[config.mk]
export PLATFORM = sky130hd
export DESIGN_NAME = div_issue_ctrl
export DESIGN_NICKNAME = d
export VERILOG_FILES = /design/src/rtl/pea_pkg.sv /design/src/rtl/div_special_detect.sv /design/src/rtl/div_issue_ctrl.sv
export SDC_FILE = /design/constraint.sdc
export NUM_CORES = 1
export LEC_CHECK = 0
export CORE_MARGIN = 2
export CORE_UTILIZATION = 40
export CTS_BUF_LIST = sky130_fd_sc_hd__clkbuf_2 sky130_fd_sc_hd__clkbuf_4 sky130_fd_sc_hd__clkbuf_8
export DETAILED_ROUTE_END_ITERATION = 10
export HOLD_SLACK_MARGIN = 0.02
export PLACE_DENSITY = 0.8
export SLEW_MARGIN = 20
export SYNTH_ARGS = -nofsm -noshare
export SYNTH_HDL_FRONTEND = slang
export SYNTH_HIERARCHICAL = 1
export SYNTH_SLANG_ARGS = --single-unit
[constraint.sdc]
create_clock -name clk_i -period 1.54 [get_ports clk_i]
set_input_delay 0.308 -clock clk_i [delete_from_list [all_inputs] [get_ports clk_i]]
set_output_delay 0.308 -clock clk_i [all_outputs]
set_load 0.005 [all_outputs]
[src/rtl/pea_pkg.sv]
// Shared PE-array definitions: datapath width and divider issue-control types.
package pea_pkg;
  localparam int N_BITS = 32;
  localparam int DIV_TIMEOUT_DEFAULT = 2*N_BITS+4;

  typedef enum logic [1:0] {
    DIV_IDLE,
    DIV_RUN,
    DIV_DONE
  } div_state_e;
endpackage

[src/rtl/div_special_detect.sv]
// Flags operand pairs the divider must never see and supplies their fixed results.
module div_special_detect #(
  parameter int N_BITS = pea_pkg::N_BITS
) (
  input  logic [N_BITS-1:0] a,
  input  logic [N_BITS-1:0] b,
  output logic              is_div0,
  output logic              is_ovf,
  output logic [N_BITS-1:0] sp_q,
  output logic [N_BITS-1:0] sp_r
);
  localparam logic [N_BITS-1:0] MOST_NEG = {1'b1, {(N_BITS-1){1'b0}}};

  assign is_div0 = (b == '0);
  assign is_ovf  = (a == MOST_NEG) && (b == '1);
  // Divide-by-zero: q = -1, r = a.  Overflow: q = most-negative, r = 0.
  assign sp_q    = is_div0 ? '1 : MOST_NEG;
  assign sp_r    = is_div0 ? a  : '0;
endmodule

[src/rtl/div_issue_ctrl.sv]
// Issue control for the PE divider: accepts one op, screens special cases,
// runs the divider under a watchdog and holds the result until consumed.
module div_issue_ctrl #(
  parameter int N_BITS         = pea_pkg::N_BITS,
  parameter int TIMEOUT_CYCLES = 2*N_BITS+4
) (
  input  logic              clk_i,
  input  logic              rst_n_i,
  input  logic [N_BITS-1:0] a_i,
  input  logic [N_BITS-1:0] b_i,
  input  logic              op_rem_i,
  input  logic              in_valid_i,
  output logic              in_ready_o,
  output logic [N_BITS-1:0] div_a_o,
  output logic [N_BITS-1:0] div_b_o,
  output logic              div_en_o,
  input  logic [N_BITS-1:0] div_q_i,
  input  logic [N_BITS-1:0] div_r_i,
  input  logic              div_valid_i,
  output logic [N_BITS-1:0] res_o,
  output logic              res_err_o,
  output logic              res_valid_o,
  input  logic              res_ready_i,
  output logic              busy_o
);
  import pea_pkg::*;

  localparam int CNT_W = $clog2(TIMEOUT_CYCLES+1);
  localparam logic [CNT_W-1:0] CNT_LAST = CNT_W'(TIMEOUT_CYCLES-1);

  div_state_e        state, state_d;
  logic [N_BITS-1:0] a_q, a_d, b_q, b_d, res_q, res_d;
  logic              op_q, op_d, err_q, err_d;
  logic [CNT_W-1:0]  cnt, cnt_d;
  logic              launch;

  logic              is_div0, is_ovf;
  logic [N_BITS-1:0] sp_q, sp_r;

  div_special_detect #(.N_BITS(N_BITS)) u_special (
    .a       (a_i),
    .b       (b_i),
    .is_div0 (is_div0),
    .is_ovf  (is_ovf),
    .sp_q    (sp_q),
    .sp_r    (sp_r)
  );

  always_ff @(posedge clk_i or negedge rst_n_i) begin
    if (!rst_n_i) begin
      state <= DIV_IDLE;
      a_q   <= '0;
      b_q   <= '0;
      op_q  <= 1'b0;
      res_q <= '0;
      err_q <= 1'b0;
      cnt   <= '0;
    end else begin
      state <= state_d;
      a_q   <= a_d;
      b_q   <= b_d;
      op_q  <= op_d;
      res_q <= res_d;
      err_q <= err_d;
      cnt   <= cnt_d;
    end
  end

  always_comb begin
    state_d = state;
    a_d     = a_q;
    b_d     = b_q;
    op_d    = op_q;
    res_d   = res_q;
    err_d   = err_q;
    cnt_d   = cnt;
    launch  = 1'b0;
    case (state)
      DIV_IDLE: launch = in_valid_i;
      DIV_RUN: begin
        cnt_d = cnt + CNT_W'(1);
        // A result arriving in the watchdog's final cycle still counts as good.
        if (div_valid_i) begin
          res_d   = op_q ? div_r_i : div_q_i;
          err_d   = 1'b0;
          state_d = DIV_DONE;
        end else if (cnt == CNT_LAST) begin
          res_d   = '0;
          err_d   = 1'b1;
          state_d = DIV_DONE;
        end
      end
      DIV_DONE: begin
        if (res_ready_i) begin
          state_d = DIV_IDLE;
          launch  = in_valid_i;
        end
      end
      default: state_d = DIV_IDLE;
    endcase

    if (launch) begin
      a_d   = a_i;
      b_d   = b_i;
      op_d  = op_rem_i;
      cnt_d = '0;
      if (is_div0 || is_ovf) begin
        res_d   = op_rem_i ? sp_r : sp_q;
        err_d   = 1'b0;
        state_d = DIV_DONE;
      end else begin
        state_d = DIV_RUN;
      end
    end
  end

  // Ready depends only on state and the consumer, never on in_valid_i.
  assign in_ready_o  = (state == DIV_IDLE) || ((state == DIV_DONE) && res_ready_i);
  assign div_en_o    = (state == DIV_RUN);
  assign res_valid_o = (state == DIV_DONE);
  assign busy_o      = (state != DIV_IDLE);
  assign div_a_o     = a_q;
  assign div_b_o     = b_q;
  assign res_o       = res_q;
  assign res_err_o   = err_q;
endmodule

Word-level counts from Yosys, hierarchy flattened

Cells that the tools add are included.
Widths: inputs -> output; s select.

Bits in registers: 107
Input port bits: 134
Output and inout port bits: 101

Add/sub/neg operators: 1
Eq/ne operators: 8
Mux-type cells: 24
Reductions and logical operators: 9

Operators by type and width:

| operator             | number |
|---|---|
| $mux 32              | 8 |
| $eq 32x32->1 const B | 2 |
| $logic_not 32->1     | 1 |
| $mux 31              | 1 |
| $mux 7               | 2 |
| $mux 2               | 5 |
| $add 7x1->7 const B  | 1 |
| $eq 7x7->1 const B   | 1 |
| $mux 1               | 6 |
| $pmux 2 s3           | 1 |
| $ne 4x1->1 const B   | 1 |
| $reduce_bool 2->1    | 2 |
| $ne 3x1->1 const B   | 1 |
| $reduce_and 3->1     | 1 |
| $eq 2x1->1 const B   | 1 |
| $eq 2x2->1 const B   | 1 |
| $logic_and 1x1->1    | 2 |
| $logic_not 2->1      | 1 |
| $logic_or 1x1->1     | 2 |
| $ne 2x2->1 const B   | 1 |
| $pmux 1 s2           | 1 |

Logic depth before layout (Yosys ltp)

Word-level depth: 6
Mapped depth: 9
Mapped depth without buffers: 7

Hierarchy

Netlist, hierarchy kept.

Modules (own cells, without submodules):

| module             | times used | cells an instance | area each (um^2) | sequential area each (um^2) |
|---|---|---|---|---|
| div_issue_ctrl     | 1          | 449               | 5,322.6          | 2,677.6 |
| div_special_detect | 1          | 135               | 773.2            | 0.0 |

Worst setup path after synthesis

Ideal clock, no wire load.

Path type: input to register
From: input b_i[29]
To: register res_q[23], in the netlist res_o[23]
Setup time: 0.141 ns
Data arrival time: 3.019 ns
Data required time: 1.399 ns
Slack: -1.620 ns
Stages on the path: 9
Buffers on the path: 2
Cells stage by stage: nor4_1 -> nand4_1 -> clkbuf_1 -> nor2_1 -> or2_1 -> o2111ai_4 -> buf_2 -> a211oi_1 -> a31oi_1

Longest elaborated chain between the ends: 5
Elaborated cells between the ends (all ways): 9
Classes of those cells: eq/ne: 1; mux: 5; reduce/logical: 3

Ends and longest elaborated chain:

| what                               | line                                               | text |
|---|---|---|
| start: declaration                 | div_issue_ctrl.sv:10                               | `input logic [N_BITS-1:0] b_i,` |
| $logic_not 32->1 (*)               | div_special_detect.sv:14                           | `assign is_div0 = (b == '0);` |
| net is_div0                        | div_issue_ctrl.sv:37                               | `logic is_div0, is_ovf;` |
| $mux 31 or $mux 32 (tied branches) | div_special_detect.sv:17, div_special_detect.sv:18 |  |
| $mux 32                            | div_issue_ctrl.sv:108                              | `res_d = op_rem_i ? sp_r : sp_q;` |
| $mux 32 (*)                        | div_issue_ctrl.sv:107                              | `if (is_div0 \|\| is_ovf) begin` |
| $mux 32 (*)                        | div_issue_ctrl.sv:102                              | `if (launch) begin` |
| net res_d[23]                      | div_issue_ctrl.sv:32                               | `logic [N_BITS-1:0] a_q, a_d, b_q, b_d, res_q, res_d;` |
| end signal: assignment             | div_issue_ctrl.sv:63                               | `res_q <= res_d;` |
| end: declaration                   | div_issue_ctrl.sv:32                               |  |

Mark *: on every way through the listed nets, which the timed path passes. The rest lies on a longest branch.
A chain may end at the register's enable or synchronous reset.

Final worst setup path

From: input a_i[24]
To: register res_q[15], in the netlist res_o[15]

Longest elaborated chain between the ends: 5

Ends and longest elaborated chain:

| what               | line                     | text |
|---|---|---|
| start: declaration | div_issue_ctrl.sv:9      | `input logic [N_BITS-1:0] a_i,` |
| $eq 32x32->1       | div_special_detect.sv:15 | `assign is_ovf = (a == MOST_NEG) && (b == '1);` |
| $logic_and 1x1->1  | div_special_detect.sv:15 |  |
| net is_ovf         | div_issue_ctrl.sv:37     |  |
| $logic_or 1x1->1   | div_issue_ctrl.sv:107    |  |
| $mux 32            | div_issue_ctrl.sv:107    |  |
| $mux 32            | div_issue_ctrl.sv:102    |  |
| net res_d[15]      | div_issue_ctrl.sv:32     |  |

The timed path passes the listed nets, and every way through them passes these cells.

==> run summary <==
Area share of the leading cell type in the synthesized netlist - 43.9%
Share of synthesized registers carrying an async set or reset - 100%
Number of warnings issued by yosys - 6
Critical Path Fanout Max - 8
Number of cells in the design after placement - 1031
Buffers from clock root to sink, at most - 2
Number of endpoints with negative hold slack in the final report - 0
TritonRoute pass-1 iters - 5
Clock buffer count from CTS - 9
Leading post-synthesis cells by cell area - sky130_fd_sc_hd__dfrtp_1 (44%), sky130_fd_sc_hd__mux2_2 (15%), sky130_fd_sc_hd__buf_4 (4.7%), sky130_fd_sc_hd__a211oi_1 (3.9%), sky130_fd_sc_hd__a31oi_1 (3.4%)
Slowest cell on crit path - sky130_fd_sc_hd__or4_4
Number of violations reported at the end of detailed-routing iteration 0 - 350
Horizontal die dimension - 127 um
Clock transition at the register clock pins on the worst setup and hold paths after CTS - 0.11 ns
Crit path setup slack, layout - -0.840 ns
CORE AREA - 15000 sq um
Standard-cell row count - 45
Slew @ Worst Pin - 0.513 ns
FF+latch count, synth - 107
Number of H-tree branching levels - 3
Final antenna diode count - 0
Wire length of the first global-routing pass - 31.8 mm
Portion of the post-synthesis area used by sequential elements - 43.9%
Power density over cell area - 1370 nW/um^2
Post-detail-place hpwl - 14.6 mm
Via count of the first global-routing pass - 5791
Top_reg_cell synth - sky130_fd_sc_hd__dfrtp_1
Cell family with the largest share of critical-path delay - simple AND/OR/NAND/NOR gates
Post-synthesis compound-gate area fraction - 11.5%
Main combinational cell family by area after synthesis - multiplexers
Sinks on the clock net - 107
Netlist area before placement - 6100 sq um
Placement Cell Area - 9260 sq um
Launch instance of the worst min-delay path - a_i[26]
Clock Root Buffer - sky130_fd_sc_hd__clkbuf_8
Die Y - 127 um
Fraction of synthesized cell area in xor and xnor cells - 0.575%
Crit path cell chain - buf_6 -> or4_4 -> or4_4 -> nor4_4 -> or2_4 -> o2111ai_4 -> buf_12 -> buf_12 -> a211oi_4 -> a31oi_4
Top-level I/O count - 235
Commonest cells post-synth - sky130_fd_sc_hd__dfrtp_1 (107), sky130_fd_sc_hd__mux2_2 (80), sky130_fd_sc_hd__buf_4 (38)
Final min period - 2.38 ns
Pins over their slew limit - 0
Biggest cell delay along the critical path - 0.53 ns
Outcome - finished with violations
CP Buf/Inv Count - 3
Share of synthesized cell area in and, or, nand and nor gates - 14.6%
Number of flops mapped to enable cells by yosys - 0
Worst-case headroom to the max-slew limit - 65.5%
Lkg Pwr - 4.95 nW
Total Die Area - 16200 sq um
Violations in the final reports - negative setup slack
Net Count, Synth - 719
P&R area growth vs syn - 76.2%
Hold crit path type - input port to flip-flop
Cell with the most instances after synthesis - sky130_fd_sc_hd__dfrtp_1
Distinct cells, synth - 46
Setup repair after global routing missed its margin - yes
Worst setup path class - input port to flip-flop
Total wire length - 23.6 mm
Share of layout cells above drive strength 1 - 39.5%
Clock insertion delay at the later pin of the skew report - 0.39 ns
Starting utilization of the core area - 40.5%
Max-cap check violation count - 0
Total grt overflow - 0
Final #Nets - 1047
Launch point of the critical path - a_i[24]
Period Utilization, post-route - 155%
Final weighted congestion in routability-driven placement - 0.820
Category of the worst setup path launch point - input port
Reg2reg start - state[1]$_DFFE_PN0P_
Final cell count without fillers - 1105
Via density per instance - 5.43
Mux cell area share after synthesis - 18.2%
Count of final setup violators - 105
Detail Route Antenna Nets - 0
Number of antenna violations at the first check in global routing - 0
Cell area after layout - 10700 sq um
Required time worst endpoint - 1.82 ns
CP Data Arrival Time - 2.66 ns
Clock tree from TritonCTS - yes
Peak VDD IR - 0.000729 V
Worst clock skew - 0.0100 ns
Port Buffer Count - 234
Power, Total - 0.0147 W
Routed length per placed instance - 21.3 um
Max frequency - 420 MHz
Tot GR Track Use - 25.1%
Via count - 6001
Cell count after synthesis - 584
Adder-cell area share of the yosys netlist - 0.205%
Average footprint of a synthesized cell - 10.4 sq um
CP Capture Type - flip-flop
Number of DRC violations after detailed routing - 0
Maximum number of pins on one net before global-route repair - 46
Largest area contributor in the netlist - sky130_fd_sc_hd__dfrtp_1
[routing by layer]
layer / vias to the layer above / routed length [um] / global-route usage, %
met3: 33 / 1300 / 3.89
met1: 2957 / 10100 / 34.3
met2: 275 / 11600 / 40.8
met4: 0 / 519 / 8.34
met5: - / 0 / 0
li1: 2736 / - / -
[report_power, final]
part	switching (W)	total [W]	internal, W
registers	0.000771	0.00487	0.00410
logic	0.00316	0.00811	0.00495
clock network	0.00109	0.00171	0.000618
[cell type report]
type | count | area, sq um
Timing Repair Buffer | 394 | 3940
Tap cell | 188 | 235
Inverter | 36 | 143
Clock inverter | 7 | 61.3
Sequential cell | 107 | 2680
Multi-Input combinational cell | 364 | 3550
Fill cell | 1058 | 4290
Clock buffer | 9 | 124
[sequential cells by signal, summed over array words and instances, names as in the netlist]
name / count
div_a_o: 32
div_b_o: 32
res_o: 32
cnt: 7
state: 2
op_q: 1
res_err_o: 1
[cells in the final DEF (no fill, tap or decap), types with 6 or more instances in the layout]
cell,count
sky130_fd_sc_hd__dlygate4sd2_1,110
sky130_fd_sc_hd__o21ai_1,29
sky130_fd_sc_hd__nor3_1,31
sky130_fd_sc_hd__a211oi_2,21
sky130_fd_sc_hd__and2b_1,6
sky130_fd_sc_hd__mux2_4,64
sky130_fd_sc_hd__nand3_1,32
sky130_fd_sc_hd__mux2_2,33
sky130_fd_sc_hd__clkdlybuf4s50_1,105
sky130_fd_sc_hd__inv_1,32
sky130_fd_sc_hd__nor2b_1,22
sky130_fd_sc_hd__nand4_1,12
sky130_fd_sc_hd__clkbuf_8,9
sky130_fd_sc_hd__buf_6,20
sky130_fd_sc_hd__buf_4,109
sky130_fd_sc_hd__clkbuf_16,10
sky130_fd_sc_hd__a31oi_4,7
sky130_fd_sc_hd__buf_12,16
sky130_fd_sc_hd__a211oi_4,11
sky130_fd_sc_hd__a31oi_1,22
sky130_fd_sc_hd__nand2_1,6
sky130_fd_sc_hd__nor2_1,7
sky130_fd_sc_hd__dfrtp_1,106
[worst reg2reg max path, cell delays in order, from the launching register on]
cell and delay, ns:
sky130_fd_sc_hd__dfrtp_1 0.40, sky130_fd_sc_hd__buf_6 0.12, sky130_fd_sc_hd__inv_4 0.03, sky130_fd_sc_hd__buf_8 0.12
sky130_fd_sc_hd__o211ai_4 0.30, sky130_fd_sc_hd__buf_12 0.19, sky130_fd_sc_hd__buf_6 0.11, sky130_fd_sc_hd__buf_8 0.12
sky130_fd_sc_hd__mux2_4 0.30
[final timing paths]
kind                                            to  slack [ns]  cells after the start
max reg2reg                 div_a_o[2]$_DFFE_PN0N_       -0.25                      8
min reg2reg                div_a_o[27]$_DFFE_PN0N_        0.52                      1
min in group asynchronous  div_a_o[13]$_DFFE_PN0N_        0.41                      2
max                            res_o[15]$_DFF_PN0_       -0.84                     10
max in group asynchronous     state[0]$_DFFE_PN0P_        0.55                      3
min                        div_a_o[26]$_DFFE_PN0N_        0.25                      3
[metrics by stage]
stage	util, %	setup slack, ns	TNS, ns	hold slack [ns]
finish	71.4	-0.840	-39.42	0.245
global placement	61.6	-1.40	-69.42	0.266
CTS	65.0	-0.754	-26.22	0.231
floorplan	-	-0.802	-25.91	0.0124
detailed placement	61.6	-1.46	-72.09	0.275
global route	71.4	-0.898	-44.14	0.230
[kinds of logic after synthesis]
family                     Yosys count
adders and majority gates            1
muxes                               99
AOI/OAI and AO/OA                  106
other                                1
DFF                                107
xor gates and xnor gates             4
and+or+nand+nor                    152
buffers and inverters              114
[repair_timing]
action,in CTS,in global routing
gates cloned,5,14
hold buffers,1,0
hold endpoints to repair,26,0
pin swaps,22,11
setup endpoints to repair,136,109
gates resized for setup,175,130
setup buffers,27,13
Power figures use the tool's default switching activity.
